<file path="src/rtl/rom_pkg.sv">
// Shared constants for the Koblitz constant table and its reverse-lookup engine.
// Both the forward table and rom_index_search read their contents from here.
package rom_pkg;

    localparam logic [15:0] C0 = 16'd0;
    localparam logic [15:0] C1 = 16'd1;
    localparam logic [15:0] C2 = 16'd32;
    localparam logic [15:0] C3 = 16'd128;
    localparam logic [15:0] C4 = 16'd4096;

    localparam int unsigned DEFAULT_NUM_ENTRIES = 5;
    localparam int unsigned ADDR_W = 3;

    typedef enum logic [1:0] {
        StIdle = 2'd0,
        StScan = 2'd1,
        StDone = 2'd2
    } state_e;

    // Unpopulated addresses read as zero.
    function automatic logic [15:0] rom_value(input logic [ADDR_W-1:0] addr);
        logic [15:0] val;
        val = 16'd0;
        unique case (addr)
            3'd0: val = C0;
            3'd1: val = C1;
            3'd2: val = C2;
            3'd3: val = C3;
            3'd4: val = C4;
            default: val = 16'd0;
        endcase
        return val;
    endfunction

endpackage

</file>
<file path="src/rtl/rom_const_table.sv">
// Combinational 8-entry constant table, 3-bit address to 16-bit value.
module rom_const_table
    import rom_pkg::*;
(
    input  logic [ADDR_W-1:0] addr,
    output logic [15:0]       data
);

    always_comb begin
        data = rom_value(addr);
    end

endmodule

</file>
<file path="src/rtl/rom_index_search.sv">
// Reverse lookup of a 16-bit constant into its table index by sequential scan,
// with a start/done handshake and registered results.
module rom_index_search
    import rom_pkg::*;
#(
    parameter int unsigned NUM_ENTRIES = DEFAULT_NUM_ENTRIES
) (
    input  logic              clk,
    input  logic              rst_n,
    input  logic              start,
    input  logic [15:0]       target,
    output logic              busy,
    output logic              done,
    output logic              found,
    output logic [ADDR_W-1:0] index
);

    localparam logic [ADDR_W-1:0] LAST_ADDR = ADDR_W'(NUM_ENTRIES - 1);

    state_e            state_q, state_d;
    logic [ADDR_W-1:0] addr_q, addr_d;
    logic [15:0]       tgt_q, tgt_d;
    logic              found_q, found_d;
    logic [ADDR_W-1:0] index_q, index_d;
    logic              busy_q, busy_d;
    logic              done_q, done_d;
    logic [15:0]       rom_data;

    rom_const_table u_table (
        .addr (addr_q),
        .data (rom_data)
    );

    always_comb begin
        state_d = state_q;
        addr_d  = addr_q;
        tgt_d   = tgt_q;
        found_d = found_q;
        index_d = index_q;
        unique case (state_q)
            StIdle: begin
                if (start) begin
                    tgt_d   = target;
                    addr_d  = '0;
                    state_d = StScan;
                end
            end
            StScan: begin
                // Lowest matching address wins since the scan starts at zero.
                if (rom_data == tgt_q) begin
                    index_d = addr_q;
                    found_d = 1'b1;
                    state_d = StDone;
                end else if (addr_q == LAST_ADDR) begin
                    index_d = '0;
                    found_d = 1'b0;
                    state_d = StDone;
                end else begin
                    addr_d = addr_q + 1'b1;
                end
            end
            StDone: begin
                state_d = StIdle;
            end
            default: begin
                state_d = StIdle;
            end
        endcase
        // Status flags are registered from the next state so they align with it.
        busy_d = (state_d != StIdle);
        done_d = (state_d == StDone);
    end

    always_ff @(posedge clk or negedge rst_n) begin
        if (!rst_n) begin
            state_q <= StIdle;
            addr_q  <= '0;
            tgt_q   <= '0;
            found_q <= 1'b0;
            index_q <= '0;
            busy_q  <= 1'b0;
            done_q  <= 1'b0;
        end else begin
            state_q <= state_d;
            addr_q  <= addr_d;
            tgt_q   <= tgt_d;
            found_q <= found_d;
            index_q <= index_d;
            busy_q  <= busy_d;
            done_q  <= done_d;
        end
    end

    assign busy  = busy_q;
    assign done  = done_q;
    assign found = found_q;
    assign index = index_q;

endmodule

</file>
<file path="config.mk">
export PLATFORM = sky130hd
export DESIGN_NAME = rom_index_search
export DESIGN_NICKNAME = d
export VERILOG_FILES = /design/src/rtl/rom_pkg.sv /design/src/rtl/rom_const_table.sv /design/src/rtl/rom_index_search.sv
export SDC_FILE = /design/constraint.sdc
export NUM_CORES = 1
export LEC_CHECK = 0
export BUFFER_PORTS_ARGS = -buffer_cell sky130_fd_sc_hd__clkbuf_2
export CORE_MARGIN = 1.5
export CORE_UTILIZATION = 55
export CTS_BUF_LIST = sky130_fd_sc_hd__clkbuf_4
export DETAILED_ROUTE_END_ITERATION = 16
export PLACE_DENSITY = 0.76
export REMOVE_ABC_BUFFERS = 1
export SLEW_MARGIN = 20
export SYNTH_ARGS = -nofsm -noshare
export SYNTH_HDL_FRONTEND = slang
export SYNTH_SLANG_ARGS = --single-unit
</file>
<file path="constraint.sdc">
create_clock -name clk -period 3.1 [get_ports clk]
set_input_delay 0.465 -clock clk [delete_from_list [all_inputs] [get_ports clk]]
set_output_delay 0.465 -clock clk [all_outputs]
set_load 0.005 [all_outputs]
</file>
# Word-level counts from Yosys, hierarchy flattened
# Cells that the tools add are included.
# op_classes
add_sub_neg	1
mul	0
n_div	0
order_cmp	0
n_eq_ne	10
shifts	0
n_mux	13
n_bitwise	0
reduce_logical	7
# ops
operator	n
13-bit one-hot mux with 4 select lines	1
16-bit == test	1
3-bit 2-to-1 mux	5
3-bit by 2-bit == test with 1-bit output, second input constant	2
2-bit 2-to-1 mux	3
2-bit != test, second input constant	3
3-bit one-hot mux with 2 select lines	1
2-bit nonzero test	3
2-bit one-hot mux with 2 select lines	1
2-bit AND reduction	2
4-bit AND reduction	1
3-bit by 1-bit adder with 3-bit output, second input constant	1
3-bit by 1-bit == test with 1-bit output, second input constant	1
3-bit == test, second input constant	1
2-bit by 1-bit == test with 1-bit output, second input constant	1
2-bit == test, second input constant	1
2-bit logical NOT	1
1-bit 2-to-1 mux	2
# totals
regBits	27
latch_bits	0
ram_bits	0
mem_bits_ro	0
input_bits	19
out_inout_bits	6
elab_cells	38
mem_count	0

# Logic depth before layout (Yosys ltp)
# Gate-level depths: netlist of the first run.
# logic_depth
depth_word	6
depth_mapped	7
mapped_depth_nobuf	7

# Modules after synthesis
# Synthesis of the first run repeated with hierarchy kept, for this count alone.
# hier_totals
cells_unflattened	111
hier_area_um2	1381.3
# by_module_without_submodules
module	instances	cells_each	area_per_inst_um2	seq_area_each_um2
rom_index_search	1	94	1255.0	675.6
rom_const_table	1	17	126.4	0.0

# Worst setup path before layout of the first run
# Ideal clock, no wire load.
# synth_timing
path_kind	reg2reg
start	register addr_q[0]
end	register addr_q[1]
setup_time_ns	0.125
t_arrival_ns	1.961
t_required_ns	2.975
setup_slack_ns	1.014
path_stages_with_launch	8
path_buffers	0
synth_period_minus_slack_ns	2.086
cell_sequence	dfrtp_1 -> inv_1 -> ha_1 -> xor2_1 -> or3_1 -> a211oi_4 -> a21oi_2 -> mux2_4
# synth_between
elab_chain_cells	5
elab_cells_between_ends	13
classes_between	add/sub (1); eq/ne (7); mux (4); reduce/logical (1)
# synth_rtl
element	line_no	text
start, declared	rom_index_search.sv:21	logic [ADDR_W-1:0] addr_q, addr_d;
start signal, assigned	rom_index_search.sv:85	addr_q <= addr_d;
3-bit == test, or another cell as far along	rom_pkg.sv:24, rom_index_search.sv:54	
13-bit one-hot mux with 4 select lines	rom_pkg.sv:24	unique case (addr)
16-bit == test	rom_index_search.sv:50	if (rom_data == tgt_q) begin
2-bit != test (no line)	n/a	
4-bit AND reduction (no line)	n/a	
# Several ways; a longest one is shown, not always the timed one. The select of a mux whose other input is x is not followed.
# A chain may end at the register's enable or synchronous reset.

# Worst setup path in the final report of the first run
# Ends and elaborated chain as after synthesis.

==> flow_summary_export.csv, run 1 <==
group,metric,value,unit
route,detail_route.wirelength,2230,um
yosys,synth-simple-area-share,26.6,%
setup_path,worst_setup_path_start_kind,"register",
cells_and_area,finalInstanceArea,1440,um^2
global_route,grt_overflow_total,0,
floorplanning,core,2190,um^2
setup_path,crit_chain,"inv_1 > ha_1 > xor2_1 > or3_1 > a211oi_4 > a21oi_2 > mux2_4",
power_and_ir_drop,p_int,795,uW
route,dr_total_vias,966,
clocking,clk_pin_slew_worst_paths,0.13,ns
floorplanning,floorplan.initialDensity,57.9,%
power_and_ir_drop,p_comb_share,41.7,%
yosys,synth_xor_area_share,2.66,%
timing,fin_skew,0.00167,ns
power_and_ir_drop,p_sw_share,39.7,%
route,via_per_inst,5.11,
setup_path,arrival,2.49,ns
yosys,yosys_warnings,0,
yosys,post_synth_inst_count,138,
clocking,cts.sinks,27,
setup_path,path_max_fanout,6,
cells_and_area,area_growth,13.1,%
global_route,grt_pass1_wl,3700,um
timing,hold_ws,0.141,ns
cells_and_area,layout-drive-gt1-share,21.1,%
power_and_ir_drop,pwr-share-clk,11.7,%
power_and_ir_drop,p_switching,523,uW
run,maxCapViolations,0,
clocking,ctsHoldBuffers,0,
floorplanning,die_w,51.0,um
setup_path,endpoint_kind,"register",
clocking,cts_setup_buffers,0,
power_and_ir_drop,seqPwrFrac,46.6,%
power_and_ir_drop,power.leakage,0.755,nW
global_route,grt_usage,19.4,%
setup_path,slowest_stage,"dfrtp_1",
floorplanning,ios,25,
route,antenna_left,0,
power_and_ir_drop,power,1.32,mW
clocking,htree_levels,1,
cells_and_area,fill_cells,190,
timing,hold_viol,0,
place,pre_cts_ws,0.831,ns
route,routedWlPerCell,11.8,um
clocking,cts_resized,0,
cells_and_area,antennaDiodeCount,0,
global_route,grt_pass1_vias,880,
place,placed_cell_area,1410,um^2
yosys,ys_ff_latch,27,
yosys,synthesis.area,1270,um^2
place,hpwlAfterDp,1680,um
route,drc,0,
timing,setup_viol,0,
floorplanning,fp.dieArea,2600,um^2
timing,worstMarginPinSlew,0.681,ns
timing,period_share,73.4,%
power_and_ir_drop,peakVddDrop,0.000715,V
yosys,synth_compound_area_share,7.40,%
place,portBuffers,24,
yosys,avgSynthCellArea,9.19,um^2
yosys,synth_fa_ha_area_share,4.93,%
yosys,seq_area_frac_synth,53.3,%
place,place_congestion,0.852,
clocking,ctsLongestPathBuffers,2,
floorplanning,die_y,51.0,um
timing,drv_slew,0,
timing,fin_ws,0.823,ns
clocking,cts_tree,"built",
timing,finalSetupTns,0,ns
status,outcome,"finished, final reports clean",
timing,rsz0062_at_grt,"false",
worst_hold_path,hold_class,"input pin to asynchronous set/reset pin",
timing,post-route-min-period,2.28,ns
power_and_ir_drop,p_per_area,919,nW/um^2
global_route,antenna_found_initial,0,
clocking,clock_latency,0.31,ns
clocking,cts_made_buffers,3,
cells_and_area,nets,186,
timing,slew_headroom,54.5,%
floorplanning,rows,17,
setup_path,cp_slowest_stage_delay,0.46,ns
yosys,synth.distinct_cells,27,
yosys,synth_top_family_by_area,"simple AND/OR/NAND/NOR gates",
clocking,root_buffer,"clkbuf_4",
route,first_iter_violations,17,
route,firstDrtPassIters,5,
setup_path,path_class,"register to register",
yosys,synthMuxAreaShare,2.76,%
setup_path,critPathRequiredTime,3.32,ns
timing,timing.fmax,0.439,GHz
global_route,grt_max_degree,28,
cells in the final DEF (no fill, tap or decap), types with 2 or more instances in the layout:
master / netlist / routed
nand4_1: 3 / 3
nand2b_1: 2 / 2
a21oi_1: 2 / 2
inv_1: 2 / 2
dfrtp_1: 27 / 27
nor2_1: 4 / 4
o211ai_1: 3 / 3
nor4_1: 3 / 3
o21ai_1: 3 / 3
mux2i_1: 2 / 2
and2_1: 3 / 3
nand2_1: 61 / 61
clkbuf_2: 0 / 24
clkbuf_4: 0 / 4
ha_1: 5 / 5
synthesized netlist by cell type:
master / count / share of area [%]
nor2b_1: 1 / 0.49
nand2_1: 61 / 18
inv_2: 1 / 0.30
dfrtp_1: 27 / 53
nand4_1: 3 / 1.5
a21oi_1: 2 / 0.79
o211ai_1: 3 / 1.8
clkbuf_1: 5 / 1.5
o211ai_2: 1 / 0.99
and2_1: 3 / 1.5
nand2b_1: 2 / 0.99
xnor2_1: 1 / 0.69
a211oi_4: 1 / 1.6
o21ai_0: 1 / 0.39
xor2_2: 1 / 1.3
nor2_1: 4 / 1.2
or3_1: 1 / 0.49
mux2i_1: 2 / 1.6
or4_1: 1 / 0.59
ha_1: 5 / 4.9
xor2_1: 1 / 0.69
a21oi_2: 1 / 0.69
nor4_1: 3 / 1.5
mux2_4: 1 / 1.2
nand3_1: 1 / 0.39
o21ai_1: 3 / 1.2
inv_1: 2 / 0.59
power by group through the flow:
stage	clock network, mW	registers (mW)	logic (mW)
detailed placement	0	0.623	0.559
finish	0.154	0.615	0.550
global route	0.169	0.635	0.633
CTS	0.159	0.614	0.560
global placement	0	0.617	0.528
floorplan	0	0.600	0.425
layer usage:
metal,share of wire (%),vias to the layer above,global-route usage (%)
li1,-,491,-
met2,48,28,31.8
met4,1.5,0,10.4
met1,47,443,24.7
met3,3.7,4,2.92
met5,0,-,0
worst max-delay path: cells and delay by family (launching register included):
family	cells	cell delay [ns]
fa+ha+maj	1	0.26
mux	1	0.31
simple gates	1	0.36
flops	1	0.46
compound gates	2	0.52
buf+inv	1	0.10
xor+xnor	1	0.17
state kept, by name, indices dropped and copies added, names as in the netlist:
name / count
done: 1
state_q: 2
busy: 1
found: 1
tgt_q: 16
index: 3
addr_q: 3
final cells by class:
class	instances	area, um^2	share of cell area (%)
flip-flops and latches	27	676	47.1
well taps	28	35.0	2.44
repair buffers	24	120	8.37
inverters	3	11.3	0.785
multi-input cells	103	563	39.2
clock buffers	4	30.0	2.09
final timing paths:
check | startpoint | to | slack [ns] | cells past startpoint
max | addr_q[0] | addr_q[1] | 0.82 | 7
min | rst_n | busy | 0.14 | 1
max reg2reg | addr_q[0] | addr_q[1] | 0.82 | 7
min reg2reg | tgt_q[11] | tgt_q[11] | 0.49 | 2
max in group asynchronous | rst_n | tgt_q[12] | 2.55 | 1
min in group clk | target[9] | tgt_q[9] | 0.33 | 3
cells by family (layout without fill, tap and decap cells):
family                     after synthesis  after routing
and+or+nand+nor                         80             80
DFF                                     27             27
AOI/OAI and AO/OA                       12             12
buffers and inverters                    8             31
adders and majority gates                5              5
xor gates and xnor gates                 3              3
muxes                                    3              3
per-stage QoR:
step | utilization (%) | instances
5_1_grt | 65.5 | 189
3_5_place_dp | 64.1 | 185
6_report | 65.5 | 189
4_1_cts | 65.5 | 189
2_1_floorplan | - | 133
3_3_place_gp | 64.1 | 185
No activity file was read; power rests on OpenSTA's default activity.
==> run 2: changes to the inputs <==
==> constraint.sdc (replaced) <==
create_clock -name clk -period 2.1 [get_ports clk]
set_input_delay 0.315 -clock clk [delete_from_list [all_inputs] [get_ports clk]]
set_output_delay 0.315 -clock clk [all_outputs]
set_load 0.005 [all_outputs]
==> flow_summary_export.csv, run 2 (same netlist as run 1, synthesis figures left out) <==
group,metric,value,unit
status,outcome,"finished, violations left",
status,violations,"hold timing",
timing,timing.fmax,0.483,GHz
place,placed_cell_area,1440,um^2
clocking,cts_tree,"built",
global_route,antenna_found_initial,0,
clocking,cts.sinks,27,
place,place_congestion,0.873,
global_route,grt_pass1_vias,898,
place,portBuffers,24,
setup_path,path_max_fanout,5,
clocking,cts_made_buffers,3,
global_route,grt_max_degree,28,
route,drc,0,
cells_and_area,area_growth,21.4,%
route,firstDrtPassIters,6,
route,via_per_inst,5.19,
cells_and_area,final_util,70.3,%
timing,drv_slew,0,
floorplanning,ios,25,
setup_path,arrival,2.30,ns
timing,setup_viol,0,
cells_and_area,layout-drive-gt1-share,29.9,%
setup_path,critPathTopFamily,"flip-flops",
clocking,clock_latency,0.33,ns
cells_and_area,layout_commonest_cell,"nand2_1",
clocking,htree_levels,1,
global_route,grt_pass1_wl,4200,um
timing,fin_skew,0.00551,ns
timing,slew_headroom,55.6,%
timing,rsz0062_at_grt,"true",
worst_hold_path,hold_class,"input pin to asynchronous set/reset pin",
run,maxCapViolations,0,
timing,worstMarginPinSlew,0.665,ns
cells_and_area,largest_reg_flops,16,
setup_path,r2r-end,"addr_q[1]",
floorplanning,floorplan.initialDensity,57.9,%
timing,fin_ws,0.0286,ns
route,antenna_left,0,
cells_and_area,antennaDiodeCount,0,
clocking,clk_pin_slew_worst_paths,0.15,ns
timing,period_share,98.6,%
timing,post-route-min-period,2.07,ns
global_route,grt_usage,22.1,%
setup_path,cp_slowest_stage_delay,0.45,ns
floorplanning,fp.dieArea,2600,um^2
clocking,ctsHoldBuffers,0,
floorplanning,die_y,51.0,um
route,routedWlPerCell,13.3,um
route,dr_total_vias,1012,
power_and_ir_drop,power,2.20,mW
setup_path,critPathRequiredTime,2.33,ns
cells_and_area,final_cell_mix,"60 x nand2_1, 26 x dfrtp_1, 24 x clkbuf_2",
floorplanning,core,2190,um^2
setup_path,r2r_cells,7,
route,first_iter_violations,30,
setup_path,crit_chain,"buf_4 > ha_2 > or4_4 > o211ai_4 > xor2_2 > a21oi_4 > mux2_4",
setup_path,path_class,"register to register",
setup_path,worst_setup_path_start_kind,"register",
route,detail_route.wirelength,2590,um
power_and_ir_drop,p_per_area,1430,nW/um^2
setup_path,endpoint_kind,"register",
timing,hold_viol,26,
place,hpwlAfterDp,1830,um
place,pre_cts_ws,-0.0642,ns
setup_path,slowest_stage,"dfrtp_1",
clocking,ctsLongestPathBuffers,2,
power_and_ir_drop,power.leakage,0.788,nW
clocking,root_buffer,"clkbuf_4",
setup_path,critical_path_buf_inv_count,1,
cells_and_area,nets,192,
timing,hold_ws,-0.0149,ns
cells_and_area,finalInstanceArea,1540,um^2
setup_path,r2r_setup_slack,0.03,ns
power_and_ir_drop,peakVddDrop,0.000975,V
setup_path,r2r-start,"addr_q[0]",
floorplanning,rows,17,
cells_and_area,top_register,"tgt_q",
floorplanning,die_w,51.0,um
global_route,grt_overflow_total,0,
-- run 2: cell count changes in the layout (fill, tap and decap cells not counted), moves of 2 or more --
| cell | before | now |
|---|---|---|
| inv_2 | 1 | 3 |
| inv_1 | 2 | 0 |
| ha_4 | 0 | 2 |
| ha_1 | 5 | 2 |
| buf_4 | 0 | 6 |
-- run 2: how the worst max path moves through the flow --
stage,start,to,slack [ns],cells past startpoint
finish,addr_q[0],addr_q[1],0.03,7
floorplan,addr_q[0],addr_q[1],0.01,7
global placement,addr_q[0],addr_q[1],0.03,7
CTS,addr_q[1],addr_q[1],0.002,7
detailed placement,addr_q[0],addr_q[1],-0.06,7
global route,addr_q[1],addr_q[1],-0.04,7
-- run 2: power by group --
part           total (mW)  internal (mW)  switching (mW)
logic                1.04          0.469           0.575
clock network       0.242         0.0874           0.154
registers           0.918          0.748           0.171
total                2.20           1.30           0.900
-- run 2: stage by stage --
stage	setup TNS, ns	std cells
floorplan	0	133
global route	-0.0716	195
finish	0	195
CTS	0	194
global placement	0	190
detailed placement	-0.0642	190
-- run 2: repair_timing --
action	4_1_cts	5_1_grt
endpoints found under the setup margin	1	8
resized for setup	6	8
setup buffers	0	1
pin swaps	3	4
-- run 2: final cells by class --
| class | instances | area [um^2] |
|---|---|---|
| flip-flops and latches | 27 | 677 |
| fillers | 165 | 651 |
| multi-input cells | 103 | 622 |
| repair buffers | 30 | 165 |
| well taps | 28 | 35.0 |
| clock buffers | 4 | 30.0 |
| inverters | 3 | 11.3 |
-- run 2: metal layers --
metal | vias to the layer above | GRT usage, % | share of wire, %
li1 | 503 | - | -
met3 | 4 | 3.51 | 3.6
met5 | - | 0 | 0
met4 | 0 | 8.11 | 1.2
met2 | 23 | 37.0 | 52
met1 | 482 | 29.1 | 43
